**src/rtl/trap_arbiter.sv**
```systemverilog
// M-stage trap arbiter: picks the highest-priority interrupt/exception, computes cause and delegation,
// and runs the WFI stall machine. Define TRAP_CAUSE_HISTORY_EN to keep a ring of recent trap causes.
module trap_arbiter #(
  parameter int XLEN        = 64,
  parameter bit S_SUPPORTED = 1'b1,
  parameter int HIST_DEPTH  = 4
) (
  input  logic                    clk,
  input  logic                    reset,
  input  logic                    StallW,
  input  logic                    FlushW,
  input  logic                    InstrValidM,
  input  logic                    IllegalInstrFaultM,
  input  logic                    EcallFaultM,
  input  logic                    BreakpointFaultM,
  input  logic                    RetM,
  input  logic                    wfiM,
  input  logic                    InstrPageFaultM,
  input  logic                    InstrAccessFaultM,
  input  logic                    LoadMisalignedFaultM,
  input  logic                    StoreMisalignedFaultM,
  input  logic                    LoadAccessFaultM,
  input  logic                    StoreAccessFaultM,
  input  logic [11:0]             MIP,
  input  logic [11:0]             MIE,
  input  logic [11:0]             MIDELEG,
  input  logic [15:0]             MEDELEG,
  input  logic                    STATUS_MIE,
  input  logic                    STATUS_SIE,
  input  logic [1:0]              PrivilegeModeW,
  output logic                    TrapM,
  output logic                    InterruptM,
  output logic                    DelegateM,
  output logic [3:0]              CauseM,
  output logic [XLEN-1:0]         CauseW,
  output logic                    WFIStallM,
  output logic [5*HIST_DEPTH-1:0] HistCause
);

  // state | meaning
  // RUN   | normal execution
  // WAIT  | WFI retired, pipeline stalled until a pending interrupt or flush
  // WAKE  | one-cycle release; an enabled interrupt is taken here
  typedef enum logic [1:0] {RUN, WAIT, WAKE} wfiState_t;

  wfiState_t   state;
  logic [11:0] PendQ;
  logic [11:0] delegMask, intEnMask, intReady;
  logic        mEn, sEn, intAny, excAny, wfiAccept;
  logic [3:0]  intCause, excCause;
  logic [15:0] midelegExt;

  assign delegMask  = MIDELEG & {12{S_SUPPORTED}};
  assign mEn        = (PrivilegeModeW != 2'd3) | STATUS_MIE;
  assign sEn        = (PrivilegeModeW == 2'd0) | ((PrivilegeModeW == 2'd1) & STATUS_SIE);
  assign intEnMask  = (~delegMask & {12{mEn}}) | (delegMask & {12{sEn}});
  // Interrupts are held off while parked in WAIT and taken in WAKE.
  assign intReady   = PendQ & intEnMask & {12{state != WAIT}};
  assign midelegExt = {4'b0000, MIDELEG};

  always_comb begin
    intAny   = 1'b1;
    intCause = 4'd0;
    if (intReady[11])     intCause = 4'd11;
    else if (intReady[3]) intCause = 4'd3;
    else if (intReady[7]) intCause = 4'd7;
    else if (intReady[9]) intCause = 4'd9;
    else if (intReady[1]) intCause = 4'd1;
    else if (intReady[5]) intCause = 4'd5;
    else                  intAny   = 1'b0;
  end

  always_comb begin
    excAny   = InstrValidM;
    excCause = 4'd0;
    if (!InstrValidM)               excAny   = 1'b0;
    else if (InstrPageFaultM)       excCause = 4'd12;
    else if (InstrAccessFaultM)     excCause = 4'd1;
    else if (IllegalInstrFaultM)    excCause = 4'd2;
    else if (BreakpointFaultM)      excCause = 4'd3;
    else if (EcallFaultM)           excCause = 4'd8 + {2'b00, PrivilegeModeW};
    else if (StoreMisalignedFaultM) excCause = 4'd6;
    else if (LoadMisalignedFaultM)  excCause = 4'd4;
    else if (StoreAccessFaultM)     excCause = 4'd7;
    else if (LoadAccessFaultM)      excCause = 4'd5;
    else                            excAny   = 1'b0;
  end

  assign TrapM      = intAny | excAny;
  assign InterruptM = intAny;
  assign CauseM     = intAny ? intCause : excCause;
  assign DelegateM  = S_SUPPORTED & TrapM & (PrivilegeModeW != 2'd3) &
                      (intAny ? midelegExt[CauseM] : MEDELEG[CauseM]);
  // The decoder never flags wfi and a return together; the return wins if it ever did.
  assign wfiAccept  = wfiM & ~RetM & InstrValidM & ~TrapM & ~StallW;

  always_ff @(posedge clk) begin
    if (!reset) begin
      state     <= RUN;
      WFIStallM <= 1'b0;
      PendQ     <= '0;
      CauseW    <= '0;
    end else begin
      PendQ <= MIP & MIE;
      case (state)
        RUN: if (wfiAccept) begin
          state     <= WAIT;
          WFIStallM <= 1'b1;
        end
        WAIT: if ((|PendQ) | FlushW) begin
          state     <= WAKE;
          WFIStallM <= 1'b0;
        end
        default: begin
          state     <= RUN;
          WFIStallM <= 1'b0;
        end
      endcase
      if (TrapM & ~StallW) CauseW <= {InterruptM, {(XLEN-5){1'b0}}, CauseM};
    end
  end

`ifdef TRAP_CAUSE_HISTORY_EN
  logic [5*HIST_DEPTH-1:0] histQ;

  always_ff @(posedge clk) begin
    if (!reset)                histQ <= '0;
    else if (TrapM & ~StallW)  histQ <= {histQ[5*HIST_DEPTH-6:0], InterruptM, CauseM};
  end

  assign HistCause = histQ;
`else
  assign HistCause = '0;
`endif

endmodule
```
**config.mk**
```make
export PLATFORM = sky130hd
export DESIGN_NAME = trap_arbiter
export DESIGN_NICKNAME = d
export VERILOG_FILES = /design/src/rtl/trap_arbiter.sv
export SDC_FILE = /design/constraint.sdc
export NUM_CORES = 1
export LEC_CHECK = 0
export BUFFER_PORTS_ARGS = -buffer_cell sky130_fd_sc_hd__buf_4
export CORE_ASPECT_RATIO = 0.8
export CORE_MARGIN = 3
export CORE_UTILIZATION = 43
export CTS_BUF_LIST = sky130_fd_sc_hd__clkbuf_8
export DETAILED_ROUTE_END_ITERATION = 6
export PLACE_DENSITY = 0.88
export SLEW_MARGIN = 15
export SYNTH_ARGS = -nofsm -noshare
export SYNTH_HDL_FRONTEND = slang
export SYNTH_SLANG_ARGS = --single-unit
```
**constraint.sdc**
```tcl
create_clock -name clk -period 6 [get_ports clk]
set_input_delay 1.2 -clock clk [delete_from_list [all_inputs] [get_ports clk]]
set_output_delay 1.2 -clock clk [all_outputs]
set_load 0.005 [all_outputs]
```
# Word level (Yosys, flattened, before mapping)
# Index checks and enable logic that the tools add are counted.
# classes
addsub,1
magnitude_cmp,1
n_eq_ne,6
n_mux,44
n_bitwise,22
reduce_logical,4
# op_table
operator,count
AND 12 bit,5
two-way mux 4 bit,11
two-way mux 1 bit,21
two-way mux 3 bit,6
NOT 12 bit,1
OR 12 bit,1
OR reduction 12 bit,1
AND 1 bit,8
binary-select mux 1 bit (select 4 bit),2
inequality test 2 bit (second input constant),3
less-than comparator 4 x 5 -> 1 bit (second input constant),1
adder 4 x 2 -> 4 bit (first input constant),1
== test 2 x 1 -> 1 bit (second input constant),2
zero test 2 bit,2
two-way mux 2 bit,2
OR 1 bit,4
case mux 2 bit (2 select lines),1
NOT 1 bit,3
inequality test 2 x 1 -> 1 bit (second input constant),1
case mux 1 bit (2 select lines),1
AND reduction 2 bit,1
# totals
reg_bits,20
wordCells,82

# Logic depth before layout (Yosys ltp)
# logic_depth
ltp_word,19
ltp_mapped,12
ltp_nobuf,10

# Least setup slack after synthesis
# No wires, ideal clock.
# synth_path
path_type,input -> output
from,input port StoreMisalignedFaultM
to,output port DelegateM
arrival_ps,3196
setup_slack_ps,1604
cell_stages,11
path_cell_list,or4_1 o21a_1 o21ai_2 a21oi_2 o211ai_2 inv_2 buf_6 a2111o_1 a41o_1 a21oi_2 a311oi_1
# synth_via
elab_chain_len,12
word_cells_on_any_way,23
classes_between,mux (20); bitwise (3)
# synth_lines
element,line_no,source
start: declaration,21,"input logic StoreMisalignedFaultM,"
two-way mux 3 bit (*),82,else if (StoreMisalignedFaultM) excCause = 4'd6;
two-way mux 4 bit (*),81,"else if (EcallFaultM) excCause = 4'd8 + {2'b00, PrivilegeModeW};"
two-way mux 4 bit (*),80,else if (BreakpointFaultM) excCause = 4'd3;
two-way mux 4 bit (*),79,else if (IllegalInstrFaultM) excCause = 4'd2;
two-way mux 4 bit (*),78,else if (InstrAccessFaultM) excCause = 4'd1;
two-way mux 4 bit (*),77,else if (InstrPageFaultM) excCause = 4'd12;
two-way mux 4 bit (*),76,if (!InstrValidM) excAny = 1'b0;
two-way mux 4 bit (*),91,assign CauseM = intAny ? intCause : excCause;
net CauseM[2],34,"output logic [3:0] CauseM,"
binary-select mux 1 bit (select 4 bit),93,(intAny ? midelegExt[CauseM] : MEDELEG[CauseM]);
two-way mux 1 bit (implied by the code),93,
two-way mux 1 bit (*),93,
AND 1 bit (*),92,assign DelegateM = S_SUPPORTED & TrapM & (PrivilegeModeW != 2'd3) &
end: declaration,33,"output logic DelegateM,"
# The timed path passes the listed nets; every way through them passes the cells marked *. The select of a mux whose other input is x is not followed.

# Final worst setup path
# layout_path
from,input port PrivilegeModeW[0]
to,output port DelegateM
# layout_via
elab_chain_len,18
word_cells_on_any_way,39
classes_between,add/sub (1); eq/ne (2); mux (24); bitwise (11); reduce/logical (1)
# layout_lines
element,line_no,source
start: declaration,30,"input logic [1:0] PrivilegeModeW,"
== test 2 x 1 -> 1 bit,55,assign sEn = (PrivilegeModeW == 2'd0) | ((PrivilegeModeW == 2'd1) & STATUS_SIE);
AND 1 bit,55,
OR 1 bit,55,
AND 12 bit,56,assign intEnMask = (~delegMask & {12{mEn}}) | (delegMask & {12{sEn}});
OR 12 bit,56,
AND 12 bit (2 in series),58,assign intReady = PendQ & intEnMask & {12{state != WAIT}};
two-way mux 3 bit or two-way mux 1 bit (tied branches),69,else if (intReady[5]) intCause = 4'd5;
two-way mux 3 bit or two-way mux 1 bit (tied branches),68,else if (intReady[1]) intCause = 4'd1;
two-way mux 4 bit or two-way mux 1 bit (tied branches),67,else if (intReady[9]) intCause = 4'd9;
two-way mux 4 bit or two-way mux 1 bit (tied branches),66,else if (intReady[7]) intCause = 4'd7;
two-way mux 4 bit or two-way mux 1 bit (tied branches),65,else if (intReady[3]) intCause = 4'd3;
two-way mux 4 bit or two-way mux 1 bit (tied branches),64,if (intReady[11]) intCause = 4'd11;
two-way mux 4 bit,91,
binary-select mux 1 bit (select 4 bit),93,
two-way mux 1 bit (implied by the code),93,
two-way mux 1 bit,93,
AND 1 bit (*),92,
# Every way passes the cells marked *; elsewhere a longest branch is shown, timed or not. The select of a mux whose other input is x is not followed.

==> summary by stage <==
Timing
The max-slew violation total from the final report is 0. The worst path uses 82.6% of the clock period. The setup-violating endpoint count in the final report is 0. The final critical-path setup slack is 1040 ps. For the final routed database, the setup TNS stands at 0 ps. Measured against its own limit, the worst slew margin works out to 55.9%.

The worst-case clock skew is 0.757 ps. The number of hold violations in the final report came to 0. The transition at the pin with the smallest max-transition slack is 661 ps. Setup repair after global routing left no endpoint under its margin. For the finished layout, the period the worst path requires is 4960 ps. The upper clock frequency limit is 0.202 GHz.

Worst setup path
For the worst setup path, the data required time is 4800 ps. The category of the most critical setup path is in -> out. The worst setup path is launched from an input port. The standard cell with the maximum stage delay on the critical path is sky130_fd_sc_hd__a2111o_1. On the worst path, the slowest cell contributes a delay of 450 ps. STA classifies the critical path endpoint as an output pin. The largest fanout on the critical path is 14. The worst path buffer plus inverter count is 2. The arrival time at the worst endpoint is 3760 ps. The cell family with the largest share of critical-path delay is simple AND/OR/NAND/NOR gates.

Traced cell by cell, the critical path runs through buf_4 > nor2b_1 > or2_2 > a21oi_1 > and4bb_2 > and2_2 > a2111o_1 > a41o_1 > a21oi_2 > a311oi_1 > buf_4. The most numerous cell type found on the critical path is sky130_fd_sc_hd__buf_4.

Yosys
The synthesized netlist devotes 22.0% of its cell area to compound gates. Counting every instance in the synthesized netlist gives 241. The part of the Yosys area used for sequential elements is 19.5%. The Yosys step of the flow raised 0 warnings. Of the total synthesized cell area, the portion taken by XOR and XNOR cells is 0%. The post-synthesis share of cell area spent on full adders, half adders and majority gates is 0%. For this run, the leading register cell type out of synthesis is sky130_fd_sc_hd__dfxtp_1.

Counting flops with an async set or reset pin after synthesis yields a share of 0%. The synthesized area divided by synthesized cell count is 8.08 µm². The synthesized design contains 0 enable-type register cells. In this run, distinct cell masters in the synthesized netlist total 51. The synthesized design contains 19 register bits.

The fraction of the mapped netlist area in simple logic gates is 19.5%. The main combinational cell family by area after synthesis is buffers and inverters. The fraction of synthesized area in multiplexers is 3.66%. The synthesized netlist occupies a cell area of 1950 µm².

Floorplanning
The full die area is 5380 µm². The die is 66.2 µm tall. The floorplan has 21 rows. In this run the horizontal extent of the chip is 81.2 µm.

The starting density of the core is 45.5%. The core area is 4280 µm². 164 I/O pins were placed.

Power
Of the total power, combinational logic draws 39.8%. The internal portion of the total power is 0.000250 W. The power share of the clock group is 22.9%. Of the total power, registers draw 37.3%. The static leakage power is 1.21 nW. The total power density per cell area is 156 nW/µm². In this run the power spent charging and discharging nets is 0.000115 W. The total power consumption of the routed design is 0.000365 W.

Across the VDD grid, the largest voltage drop is 180 µV. The switching share of power is 31.5%.

Drt
The first detailed-routing pass ran for 4 iterations. The initial DRC count is 88. The post-detailed-routing wire length is 4.78 mm. The residual DRC count is 0.

For this block, the via count after detailed routing is 1779. The detail route stage leaves a number of antenna-violating nets equal to 0. The average via count per standard cell is 4.71. In the final routed layout, each cell accounts on average for 12.6 µm.

Layout
0 antenna diodes ended up in the layout. The layout cell share with drive strength beyond 1 is 30.8%. The post-route cell area is 2340 µm². The final core utilization is 54.6%. The post-layout net count is 394. From synthesis to final layout, the design area changed by 20.1%.

Run
The count of maximum capacitance violations is 0.

Clocking
In this run the post-CTS setup repair buffer count came out at 0. Clock-pin slew was measured on the worst setup and hold paths at 60 ps. The largest buffer count on any clock path is 2. The total CTS buffers is 3. The TritonCTS sink count is 19. In this run the number of H-tree levels came out at 1. The post-CTS resize count is 0.

The number of hold buffers added after cts is 0. Clock tree synthesis selected as its root buffer the cell sky130_fd_sc_hd__clkbuf_8. The later pin in the worst-skew pair is clocked with a latency of 250 ps. TritonCTS built the clock tree.

Global route
The largest net degree at the start of global routing is 15. The first-pass GRT wire length is 6.86 mm. The number of antenna violations at the first check in global routing is 0. The via count of the first global-routing pass was 1508.

Across every metal layer, demand over resource in global routing totals 16.1%. The overflow left after global routing is 0.

Place
Before CTS, the worst setup slack after placement is 1070 ps. Summing all placed instances gives a cell area of 2290 µm². The detailed-placement wirelength estimate is 4.05 mm.

The placer's final routability congestion estimate is 0.806. Port buffering added 82 buffers.

Worst hold path
The worst hold path belongs to the class reg -> reg.

Outcome
The run finished with clean final reports.
## power by group through the flow
stage	Clock, W	Combinational, W	Sequential (W)
after global routing	0.0000884	0.000160	0.000137
after CTS	0.0000843	0.000143	0.000136
final	0.0000835	0.000145	0.000136
after global placement	0	0.000139	0.000139
after floorplan	0	0.000118	0.000138
after detailed placement	0	0.000142	0.000139
## worst paths after layout
path	slack [ps]	end	startpoint	depth (start not counted)
worst max register to register	3280	CauseW[0]	state[1]	8
worst min-delay path	510	CauseW[2]	CauseW[2]	2
worst max-delay path	1040	DelegateM	PrivilegeModeW[0]	11
worst min register to register	510	CauseW[2]	CauseW[2]	2
## logic make-up (layout without fill, tap and decap cells)
| group | count (synthesis) | in the layout |
|---|---|---|
| flops | 19 | 19 |
| mux | 7 | 7 |
| compound gates | 52 | 52 |
| buf+inv | 97 | 99 |
| simple gates | 65 | 65 |
| other cells | 1 | 79 |
## metrics by stage
step,hold slack (ps),std cells
2_1_floorplan,485,319
3_3_place_gp,490,374
3_5_place_dp,493,374
4_1_cts,514,378
5_1_grt,535,378
6_report,509,378
## flip-flops by register name, indices dropped and copies added, names as in the netlist
name / cells
CauseW: 5
state: 2
PendQ: 12
## routing by layer
| metal | up-vias | GRT usage, % | wire length, µm |
|---|---|---|---|
| met3 | 6 | 2.45 | 480 |
| met2 | 100 | 28.3 | 2360 |
| met1 | 813 | 20.3 | 1880 |
| met5 | - | 0 | 0 |
| li1 | 860 | - | - |
| met4 | 0 | 4.64 | 57 |
## cell usage in the layout, fill, tap and decap left out, types with 2 or more instances in the layout
cell,instances
sky130_fd_sc_hd__nor3b_1,2
sky130_fd_sc_hd__a41o_1,2
sky130_fd_sc_hd__a21oi_2,2
sky130_fd_sc_hd__o21ai_0,8
sky130_fd_sc_hd__nand2_1,6
sky130_fd_sc_hd__nand2b_1,5
sky130_fd_sc_hd__dfxtp_1,19
sky130_fd_sc_hd__a21boi_0,5
sky130_fd_sc_hd__nor4_1,3
sky130_fd_sc_hd__a211oi_1,5
sky130_fd_sc_hd__mux2i_1,6
sky130_fd_sc_hd__a2111o_1,4
sky130_fd_sc_hd__inv_1,12
sky130_fd_sc_hd__nand3_1,8
sky130_fd_sc_hd__o2111ai_1,8
sky130_fd_sc_hd__conb_1,79
sky130_fd_sc_hd__nor2b_1,4
sky130_fd_sc_hd__and3_1,12
sky130_fd_sc_hd__nor2_1,9
sky130_fd_sc_hd__a21oi_1,6
sky130_fd_sc_hd__clkbuf_8,3
sky130_fd_sc_hd__buf_4,82
sky130_fd_sc_hd__nor4b_1,2
sky130_fd_sc_hd__nor3_1,4
## cell usage after synthesis (3+ instances only)
cell                        instances  area, µm²
sky130_fd_sc_hd__buf_4             80        601
sky130_fd_sc_hd__dfxtp_1           19        380
sky130_fd_sc_hd__and3_1            12       75.1
sky130_fd_sc_hd__inv_1             12       45.0
sky130_fd_sc_hd__nor2_1             9       33.8
sky130_fd_sc_hd__nand3_1            8       40.0
sky130_fd_sc_hd__o2111ai_1          8       70.1
sky130_fd_sc_hd__o21ai_0            8       40.0
sky130_fd_sc_hd__a21oi_1            6       30.0
sky130_fd_sc_hd__mux2i_1            6       60.1
sky130_fd_sc_hd__nand2_1            6       22.5
sky130_fd_sc_hd__a211oi_1           5       37.5
sky130_fd_sc_hd__a21boi_0           5       37.5
sky130_fd_sc_hd__nand2b_1           5       31.3
sky130_fd_sc_hd__a2111o_1           4       45.0
sky130_fd_sc_hd__nor2b_1            4       25.0
sky130_fd_sc_hd__nor3_1             4       20.0
sky130_fd_sc_hd__nor4_1             3       18.8
## worst reg2reg max path, stage by stage, from the launching register on
cell                       delay, ps
sky130_fd_sc_hd__dfxtp_1         310
sky130_fd_sc_hd__nand2b_1        350
sky130_fd_sc_hd__o21ai_0         230
sky130_fd_sc_hd__a21oi_1         140
sky130_fd_sc_hd__and4bb_2        480
sky130_fd_sc_hd__inv_1           150
sky130_fd_sc_hd__nor3b_1         500
sky130_fd_sc_hd__nor2_2          180
sky130_fd_sc_hd__a211oi_1        290
## final cells by class
type,count,area [µm²]
clock buffers,3,41.3
clock inverters,1,5.00
fillers,424,1940
inverters,13,48.8
multi-input cells,203,1180
flip-flops and latches,19,380
well taps,57,71.3
repair buffers,82,616
Note: power is estimated with default switching activity, not from simulation.
